### src/rtl/strided_buffer_feeder.sv
// Strided DDR burst feeder: issues credit-gated burst read requests at a
// fixed stride and forwards returned beats into a local buffer.
module strided_buffer_feeder #(
   parameter int DATA_WIDTH  = 64,
   parameter int B_ADDR      = 32,
   parameter int UNIT_BURSTS = 32,
   parameter int N_CREDIT    = 8,
   parameter int B_NBURST    = 16
) (
   input  logic                  clk,
   input  logic                  rstn,
   input  logic                  start,
   input  logic [B_ADDR-1:0]     base_addr,
   input  logic [B_NBURST-1:0]   n_bursts,
   output logic                  busy,
   output logic                  done,
   output logic                  err,
   output logic                  req_valid,
   input  logic                  req_ready,
   output logic [B_ADDR-1:0]     req_addr,
   input  logic                  s_valid,
   output logic                  s_ready,
   input  logic [DATA_WIDTH-1:0] s_data,
   input  logic                  s_last,
   output logic                  wr_en,
   output logic [DATA_WIDTH-1:0] wr_di,
   input  logic                  credit_rtn
);

   localparam int BW = (UNIT_BURSTS > 1) ? $clog2(UNIT_BURSTS) : 1;
   localparam int CW = $clog2(N_CREDIT + 1);
   localparam logic [B_ADDR-1:0] STRIDE =
      B_ADDR'(UNIT_BURSTS * DATA_WIDTH / 8);
   localparam logic [BW-1:0] LAST_BEAT = BW'(UNIT_BURSTS - 1);
   localparam logic [CW-1:0] CMAX      = CW'(N_CREDIT);

   typedef enum logic [1:0] {IDLE, RUN, DONE} state_t;

   state_t                r_state;
   state_t                w_next;
   logic [CW-1:0]         r_credits;
   logic [B_NBURST-1:0]   r_nbursts;
   logic [B_NBURST-1:0]   r_issued;
   logic [B_NBURST-1:0]   r_received;
   logic [BW-1:0]         r_beat;
   logic [B_ADDR-1:0]     r_addr;
   logic                  r_err;
   logic                  r_wr_en;
   logic [DATA_WIDTH-1:0] r_wr_di;

   logic w_start_acc;
   logic w_req_hs;
   logic w_beat_acc;
   logic w_beat_last;

   assign w_start_acc = start & (r_state == IDLE);
   assign w_req_hs    = req_valid & req_ready;
   assign w_beat_acc  = s_valid & s_ready;
   assign w_beat_last = (r_beat == LAST_BEAT);

   assign busy      = (r_state != IDLE);
   assign done      = (r_state == DONE);
   assign s_ready   = (r_state == RUN);
   assign req_valid = (r_state == RUN) && (r_credits != '0) &&
                      (r_issued < r_nbursts);
   assign req_addr  = r_addr;
   assign err       = r_err;
   assign wr_en     = r_wr_en;
   assign wr_di     = r_wr_di;

   always_ff @(posedge clk or negedge rstn) begin
      if (!rstn) r_state <= IDLE;
      else       r_state <= w_next;
   end

   // The last beat's write is emitted in the cycle received reaches the
   // target, so leaving RUN here never drops a pending write.
   always_comb begin
      w_next = r_state;
      case (r_state)
         IDLE:    if (start) w_next = RUN;
         RUN:     if (r_received == r_nbursts) w_next = DONE;
         DONE:    w_next = IDLE;
         default: w_next = IDLE;
      endcase
   end

   // Credits track buffer space independently of the job state.
   always_ff @(posedge clk or negedge rstn) begin
      if (!rstn) begin
         r_credits <= CMAX;
      end else if (w_req_hs && !credit_rtn) begin
         r_credits <= r_credits - CW'(1);
      end else if (!w_req_hs && credit_rtn && r_credits != CMAX) begin
         r_credits <= r_credits + CW'(1);
      end
   end

   always_ff @(posedge clk or negedge rstn) begin
      if (!rstn) begin
         r_nbursts  <= '0;
         r_issued   <= '0;
         r_addr     <= '0;
      end else if (w_start_acc) begin
         r_nbursts  <= n_bursts;
         r_issued   <= '0;
         r_addr     <= base_addr;
      end else if (w_req_hs) begin
         r_issued   <= r_issued + B_NBURST'(1);
         r_addr     <= r_addr + STRIDE;
      end
   end

   // Framing is judged against the beat counter; s_last never resyncs it.
   always_ff @(posedge clk or negedge rstn) begin
      if (!rstn) begin
         r_received <= '0;
         r_beat     <= '0;
         r_err      <= 1'b0;
      end else if (w_start_acc) begin
         r_received <= '0;
         r_beat     <= '0;
         r_err      <= 1'b0;
      end else if (w_beat_acc) begin
         if (s_last != w_beat_last) r_err <= 1'b1;
         if (w_beat_last) begin
            r_beat     <= '0;
            r_received <= r_received + B_NBURST'(1);
         end else begin
            r_beat     <= r_beat + BW'(1);
         end
      end
   end

   always_ff @(posedge clk or negedge rstn) begin
      if (!rstn) begin
         r_wr_en <= 1'b0;
         r_wr_di <= '0;
      end else begin
         r_wr_en <= w_beat_acc;
         if (w_beat_acc) r_wr_di <= s_data;
      end
   end

endmodule

### config.mk
export PLATFORM = sky130hd
export DESIGN_NAME = strided_buffer_feeder
export DESIGN_NICKNAME = d
export VERILOG_FILES = /design/src/rtl/strided_buffer_feeder.sv
export SDC_FILE = /design/constraint.sdc
export NUM_CORES = 1
export LEC_CHECK = 0
export CAP_MARGIN = 20
export CORE_MARGIN = 1
export CORE_UTILIZATION = 25
export CTS_CLUSTER_SIZE = 10
export DETAILED_ROUTE_END_ITERATION = 8
export HOLD_SLACK_MARGIN = 0.08
export MAX_ROUTING_LAYER = met4
export PLACE_DENSITY = 0.61
export SLEW_MARGIN = 20
export SYNTH_ARGS = -nofsm -noshare
export SYNTH_HDL_FRONTEND = slang
export SYNTH_SLANG_ARGS = --single-unit
### constraint.sdc
create_clock -name clk -period 3.07 [get_ports clk]
set_input_delay 0.4605 -clock clk [delete_from_list [all_inputs] [get_ports clk]]
set_output_delay 0.4605 -clock clk [all_outputs]
set_load 0.1 [all_outputs]
; After elaboration in Yosys (flattened, before gate mapping)
; Cells that the tools add are included.
[word_totals]
out_inout_bits = 102
register_bits = 157
wordCells = 64
[classes]
bitwise_logic = 3
n_reduce_logical = 18
n_mux = 18
addsub = 6
order_cmp = 1
n_eq_ne = 8
[op_table]
columns = op, count
row1 = $mux W16, 5
row2 = $mux W32, 2
row3 = $add A16 B1 Y16 const B, 2
row4 = $add A32 B9 Y32 const B, 1
row5 = $eq A16 B16 Y1, 1
row6 = $lt A16 B16 Y1, 1
row7 = $mux W5, 3
row8 = $reduce_bool A2 Y1, 6
row9 = $mux W4, 2
row10 = $reduce_and A2 Y1, 3
row11 = $add A5 B1 Y5 const B, 1
row12 = $eq A5 B5 Y1 const B, 1
row13 = $logic_and A1 B1 Y1, 5
row14 = $add A4 B1 Y4 const B, 1
row15 = $mux W2, 2
row16 = $ne A4 B4 Y1 const B, 1
row17 = $pmux W2 S2, 1
row18 = $reduce_bool A4 Y1, 1
row19 = $sub A4 B1 Y4 const B, 1
row20 = $and A1 B1 Y1, 3
row21 = $mux W1, 3
row22 = $eq A2 B1 Y1 const B, 1
row23 = $eq A2 B2 Y1 const B, 1
row24 = $logic_not A1 Y1, 2
row25 = 4 further kinds, 4

; Longest topological paths before layout
; Gate-level depths: netlist (run 1).
[logic_depth]
depth_word = 9
depth_mapped = 13
ltp_nobuf = 12

; Worst setup path before layout (run 1)
; No wires, ideal clock.
[synth_timing]
kind = register to output
from = reg r_nbursts[7]
to = out req_valid
path_slack_ps = -1856
stages_incl_launch_ff = 9
required_time_ps = 2609
arrival_ps = 4466
cell_sequence = dfrtp_1 inv_1 ha_1 a21oi_1 a31oi_1 o21ba_2 clkbuf_1 clkbuf_1 nor4_1
[synth_via]
elab_chain_cells = 2
[synth_lines]
columns = item, line
row1 = from (decl), 42  ; logic [B_NBURST-1:0] r_nbursts;
row2 = from (signal assigned), 105  ; r_nbursts <= n_bursts;
row3 = $lt A16 B16 Y1, 65  ; (r_issued < r_nbursts);
row4 = $logic_and A1 B1 Y1, 64  ; assign req_valid = (r_state == RUN) && (r_credits != '0) &&
row5 = to (decl), 18  ; output logic req_valid,
; No other way between the ends.

; Final worst setup path (run 1)
[layout_timing]
from = reg r_nbursts[11]
to = out req_valid
; The elaborated chain is that of the path after synthesis.

==> results.cfg, run 1 <==
[critical_path]
cp-startpoint = r_nbursts[11]
worst_ep_required_time_ps = 2610
arrival_ps = 2490
end_kind = primary output
r2r-start = r_nbursts[15]
crit_type = flop to primary output
ff2ff_path_depth = 12
crit_fanout = 15
ff2ff_setup_slack_ps = 180
crit_path_start_kind = flop
r2r_end = r_credits[3]

[sta]
drv_slew = 0
max_freq_ghz = 0.338
setup_viol_count_final = 0
rsz0062_at_grt = no
max_slew_margin = 0.377
fin_crit_ps = 2960
whs_ps = 479
hold_viol_final = 0
fin_skew_ps = 15.0
worstMarginPinSlew_ps = 932
min_period_over_period = 0.963

[logic_synthesis]
syn_nets = 987
synth-edff-count = 0
ys_warn_count = 0
async_flop_share = 1.00
synth_cells = 845
netlist-cell-type-count = 51
syn_area_per_cell_um2 = 8.91
ys_ff_latch = 157
synth_ff_type = dfrtp_1
ys_seq_area_frac = 0.522
syn_area_um2 = 7530

[clock_tree]
clock_sinks = 157
worstSkewPairLatency_ps = 430
cts_made_buffers = 17
clk_pin_slew_worst_paths_ps = 70
cts_setup_buffers = 0
htreeDepth = 4
clockRootBuffer = clkbuf_16
cts_tree = done
clockBufferDepth = 2

[cells_and_area]
drive_gt1_frac = 0.158
insertedDiodeCount = 0
stdcell_area_um2 = 10600
nets = 1207
fill_cells = 3096
layout_common_cells = nand2_1 (286), dfrtp_1 (156), buf_4 (120)
layout_commonest_cell = nand2_1
area_growth_pct = 41.2

[grt]
grt_overflow = 0
grt_max_degree = 77
antenna_found_initial = 0
grt_pass1_vias = 6868
grt.total_usage = 0.145
grt_pass1_wl_um = 34600

[route]
avgRoutedWirePerCell_um = 14.4
via_per_inst = 4.55
drtIter0Drc = 247
routed_wl_um = 21100
vias = 6680
drc = 0
antenna_left = 0
firstDrtPassIters = 5

[hold_path]
worstHoldStart = wr_di[56]
min_to = wr_di[56]
min_path_type = flop to flop
hold_path_depth = 2

[floorplanning]
design.core.area_um2 = 29600
io_pins = 221
initial_utilization = 0.254
dieHeight_um = 176
rows = 63
die_x_um = 176
die-area_um2 = 30800

[power]
power_density_nw_per_um2 = 664
leakage_uw = 0.00492
ir_worst_vdd_uv = 365

[job]
drv_cap = 0

[status]
status = completed

[place]
dpl_cell_area_um2 = 10000
place_congestion = 0.796
dp_hpwl_um = 15000
io_buffers = 220
## worst max path at each step
| stage | end | slack, ps |
|---|---|---|
| 6_report | req_valid | 110 |
| 2_1_floorplan | req_valid | -20 |
| 5_1_grt | req_addr[27] | 0.5 |
| 3_3_place_gp | req_addr[31] | 230 |
| 3_5_place_dp | req_addr[27] | 200 |
| 4_1_cts | req_valid | 70 |
## critical path: stages (launching register included)
cell,delay [ps]
dfrtp_1,390
inv_1,70
ha_1,320
a21oi_1,120
o21ai_0,120
o21ba_2,290
buf_4,220
nor4_4,310
buf_12,220
## layer usage
layer | wire, um | share of wire | GRT usage
met1 | 9860 | 0.47 | 0.183
met2 | 9860 | 0.47 | 0.233
met3 | 1130 | 0.053 | 0.0325
met4 | 254 | 0.012 | 0.0417
met5 | 0 | 0 | -
## synth_stat cells (all sizes together), types with 2 or more instances
cell type	n	share of area
a21o	2	0.0020
a21oi	29	0.019
a22o	3	0.0035
a31oi	10	0.0083
and2	3	0.0025
and3	12	0.010
and4	2	0.0023
buf	14	0.010
clkbuf	27	0.013
dfrtp	156	0.52
ha	22	0.037
inv	25	0.012
mux2i	2	0.0027
nand2	287	0.14
nand2b	4	0.0033
nand3	27	0.018
nand4	13	0.011
nor2	37	0.018
nor3	2	0.0020
nor4	20	0.017
nor4b	3	0.0035
o21ai	45	0.030
o311ai	2	0.0023
o31ai	8	0.0080
or3	14	0.012
or4	10	0.010
xnor2	36	0.042
xor2	12	0.014
## cells by family after synthesis
family                   synth area share
AO/OA/AOI/OAI                      0.0851
XOR/XNOR                           0.0558
adder cells (fa/ha/maj)            0.0392
buffers and inverters              0.0369
flip-flops                          0.522
multiplexers                      0.00415
AND/OR/NAND/NOR                     0.257
## flip-flops by register name, summed over array words and instances (netlist names)
| signal | flops |
|---|---|
| r_credits | 4 |
| r_beat | 5 |
| r_issued | 16 |
| r_nbursts | 16 |
| err | 1 |
| wr_en | 1 |
| req_addr | 32 |
| r_received | 16 |
| wr_di | 64 |
| r_state | 2 |
## cell type report
class / count / area (um2) / area share
Sequential cell: 157 / 3930 / 0.370
Multi-Input combinational cell: 621 / 3360 / 0.316
Timing Repair Buffer: 242 / 2150 / 0.202
Tap cell: 390 / 488 / 0.0459
Clock buffer: 17 / 425 / 0.0400
Clock inverter: 15 / 184 / 0.0173
Inverter: 26 / 98.8 / 0.00929
## stage by stage
stage / cells / worst slack (ps) / TNS, ps / utilization / total power [uW]
4_1_cts: 1468 / 70.5 / 0 / 0.359 / 7140
6_report: 1468 / 115 / 0 / 0.359 / 7060
2_1_floorplan: 845 / -20.7 / -20.7 / - / 4180
3_3_place_gp: 1435 / 227 / 0 / 0.338 / 4830
3_5_place_dp: 1435 / 204 / 0 / 0.338 / 4860
5_1_grt: 1468 / 0.538 / 0 / 0.359 / 7410
## power by group
| group | total (uW) | internal [uW] | leakage [uW] | switching (uW) |
|---|---|---|---|---|
| logic | 2250 | 671 | 0.00274 | 1580 |
| clock network | 2240 | 1300 | 0.000297 | 948 |
| registers | 2570 | 2320 | 0.00188 | 251 |
## repair_timing
item / CTS / global route
gates resized for setup: 0 / 1
endpoints found under the hold margin: 54 / 0
hold buffers: 1 / 0
setup endpoints to repair: 0 / 1
Power figures use the tool's default switching activity.
==> inputs of run 2 (changes only) <==
CAP_MARGIN = 10   (was 20)
CTS_CLUSTER_DIAMETER = 50   (was default)
==> results of run 2 <==
The final DEF is identical to that of run 1; final timing and power are the same.
==> inputs of run 3 (changes only) <==
PLACE_DENSITY = 0.6   (was 0.61)
clock period = 3.32 ns   (was 3.07 ns; I/O delays follow)
==> results.cfg, run 3 (same netlist as run 1, synthesis figures left out) <==
[critical_path]
ff2ff_setup_slack_ps = 300
crit_path_start_kind = flop
arrival_ps = 3370
r2r-start = r_nbursts[1]
ff2ff_path_depth = 9
worst_ep_required_time_ps = 3670
end_kind = flop
cp-startpoint = r_nbursts[1]
crit_fanout = 17
crit_path_end = req_addr[31]
crit_type = flop to flop
r2r_end = req_addr[31]

[grt]
antenna_found_initial = 0
grt_pass1_wl_um = 35900
grt_overflow = 0
grt_max_degree = 82
grt_pass1_vias = 6787
grt.total_usage = 0.154

[sta]
worstMarginPinSlew_ps = 1020
rsz0062_at_grt = no
fin_setup_tns_ps = 0
min_period_over_period = 0.911
fin_crit_ps = 3020
max_slew_margin = 0.315
max_freq_ghz = 0.331
setup_viol_count_final = 0
hold_viol_final = 0
fin_skew_ps = 15.4
drv_slew = 0

[floorplanning]
io_pins = 221
rows = 63
die_x_um = 176
initial_utilization = 0.254
dieHeight_um = 176
design.core.area_um2 = 29600
die-area_um2 = 30800

[cells_and_area]
largest_register_ff_count = 64
drive_gt1_frac = 0.0719
layout_commonest_cell = nand2_1
insertedDiodeCount = 0
layout_common_cells = nand2_1 (286), clkdlybuf4s50_1 (203), dfrtp_1 (156)
fin_util = 0.367
area_growth_pct = 44.5
nets = 1200

[clock_tree]
cts_setup_buffers = 0
worstSkewPairLatency_ps = 450
cts_made_buffers = 17
clockRootBuffer = clkbuf_16
clock_sinks = 157
clockBufferDepth = 2
cts_resized = 0
holdBufCountCts = 0
clk_pin_slew_worst_paths_ps = 70
cts_tree = done
htreeDepth = 4

[route]
via_per_inst = 4.54
drtIter0Drc = 370
antenna_left = 0
drc = 0
firstDrtPassIters = 4
vias = 6628
avgRoutedWirePerCell_um = 14.9
routed_wl_um = 21700

[place]
io_buffers = 220
dp_hpwl_um = 15200
place_congestion = 0.798

[power]
power_density_nw_per_um2 = 623
ir_worst_vdd_uv = 420
leakage_uw = 0.00482

[job]
drv_cap = 0

[hold_path]
min_path_type = input pin to async pin

[status]
status = completed
[run 3: per-stage QoR]
step,worst slack [ps],instance area [um2],power (uW),hold WS [ps],std cells
final,296,10900,6780,63.5,1461
after CTS,267,10900,6870,91.9,1461
after global routing,46.2,10900,7120,114,1461
after detailed placement,303,10200,4530,462,1429
after floorplan,140,7540,3870,202,845
after global placement,446,10200,4500,457,1429
[run 3: area by class of cell]
cell class	instances	area, um2
timing repair buffer	235	2340
clock inverter	14	240
inverter	26	98.8
multi-input combinational	621	3350
clock buffer	18	439
fill	3020	18800
tap	390	488
sequential	157	3930
[run 3: routing by layer]
metal | GRT usage | wire length, um | vias up
met3 | 0.0526 | 1700 | 21
met2 | 0.232 | 9830 | 220
met4 | 0.0518 | 357 | 0
li1 | - | - | 3253
met5 | - | 0 | -
met1 | 0.193 | 9810 | 3134
[run 3: power by group]
part / total [uW] / internal [uW] / switching, uW
Combinational: 2110 / 653 / 1460
Clock: 2300 / 1430 / 862
Sequential: 2380 / 2140 / 232
Total: 6780 / 4230 / 2550
[run 3: how the worst min path moves through the flow]
stage	start	to	slack, ps	depth (start not counted)
final	rstn	wr_di[21]	60	1
after global routing	rstn	wr_di[21]	110	1
after CTS	rstn	wr_di[21]	90	1
after detailed placement	req_addr[6]	req_addr[6]	460	2
after global placement	wr_di[23]	wr_di[23]	460	2
after floorplan	rstn	err	200	0
[run 3: critical path, cell delays in order, from the launching register on]
cell	delay (ps)
dfrtp_1	360
inv_1	70
ha_1	290
a2111oi_0	530
nor4b_2	200
buf_4	210
or3_1	360
buf_4	200
or4_1	520
a31oi_1	190
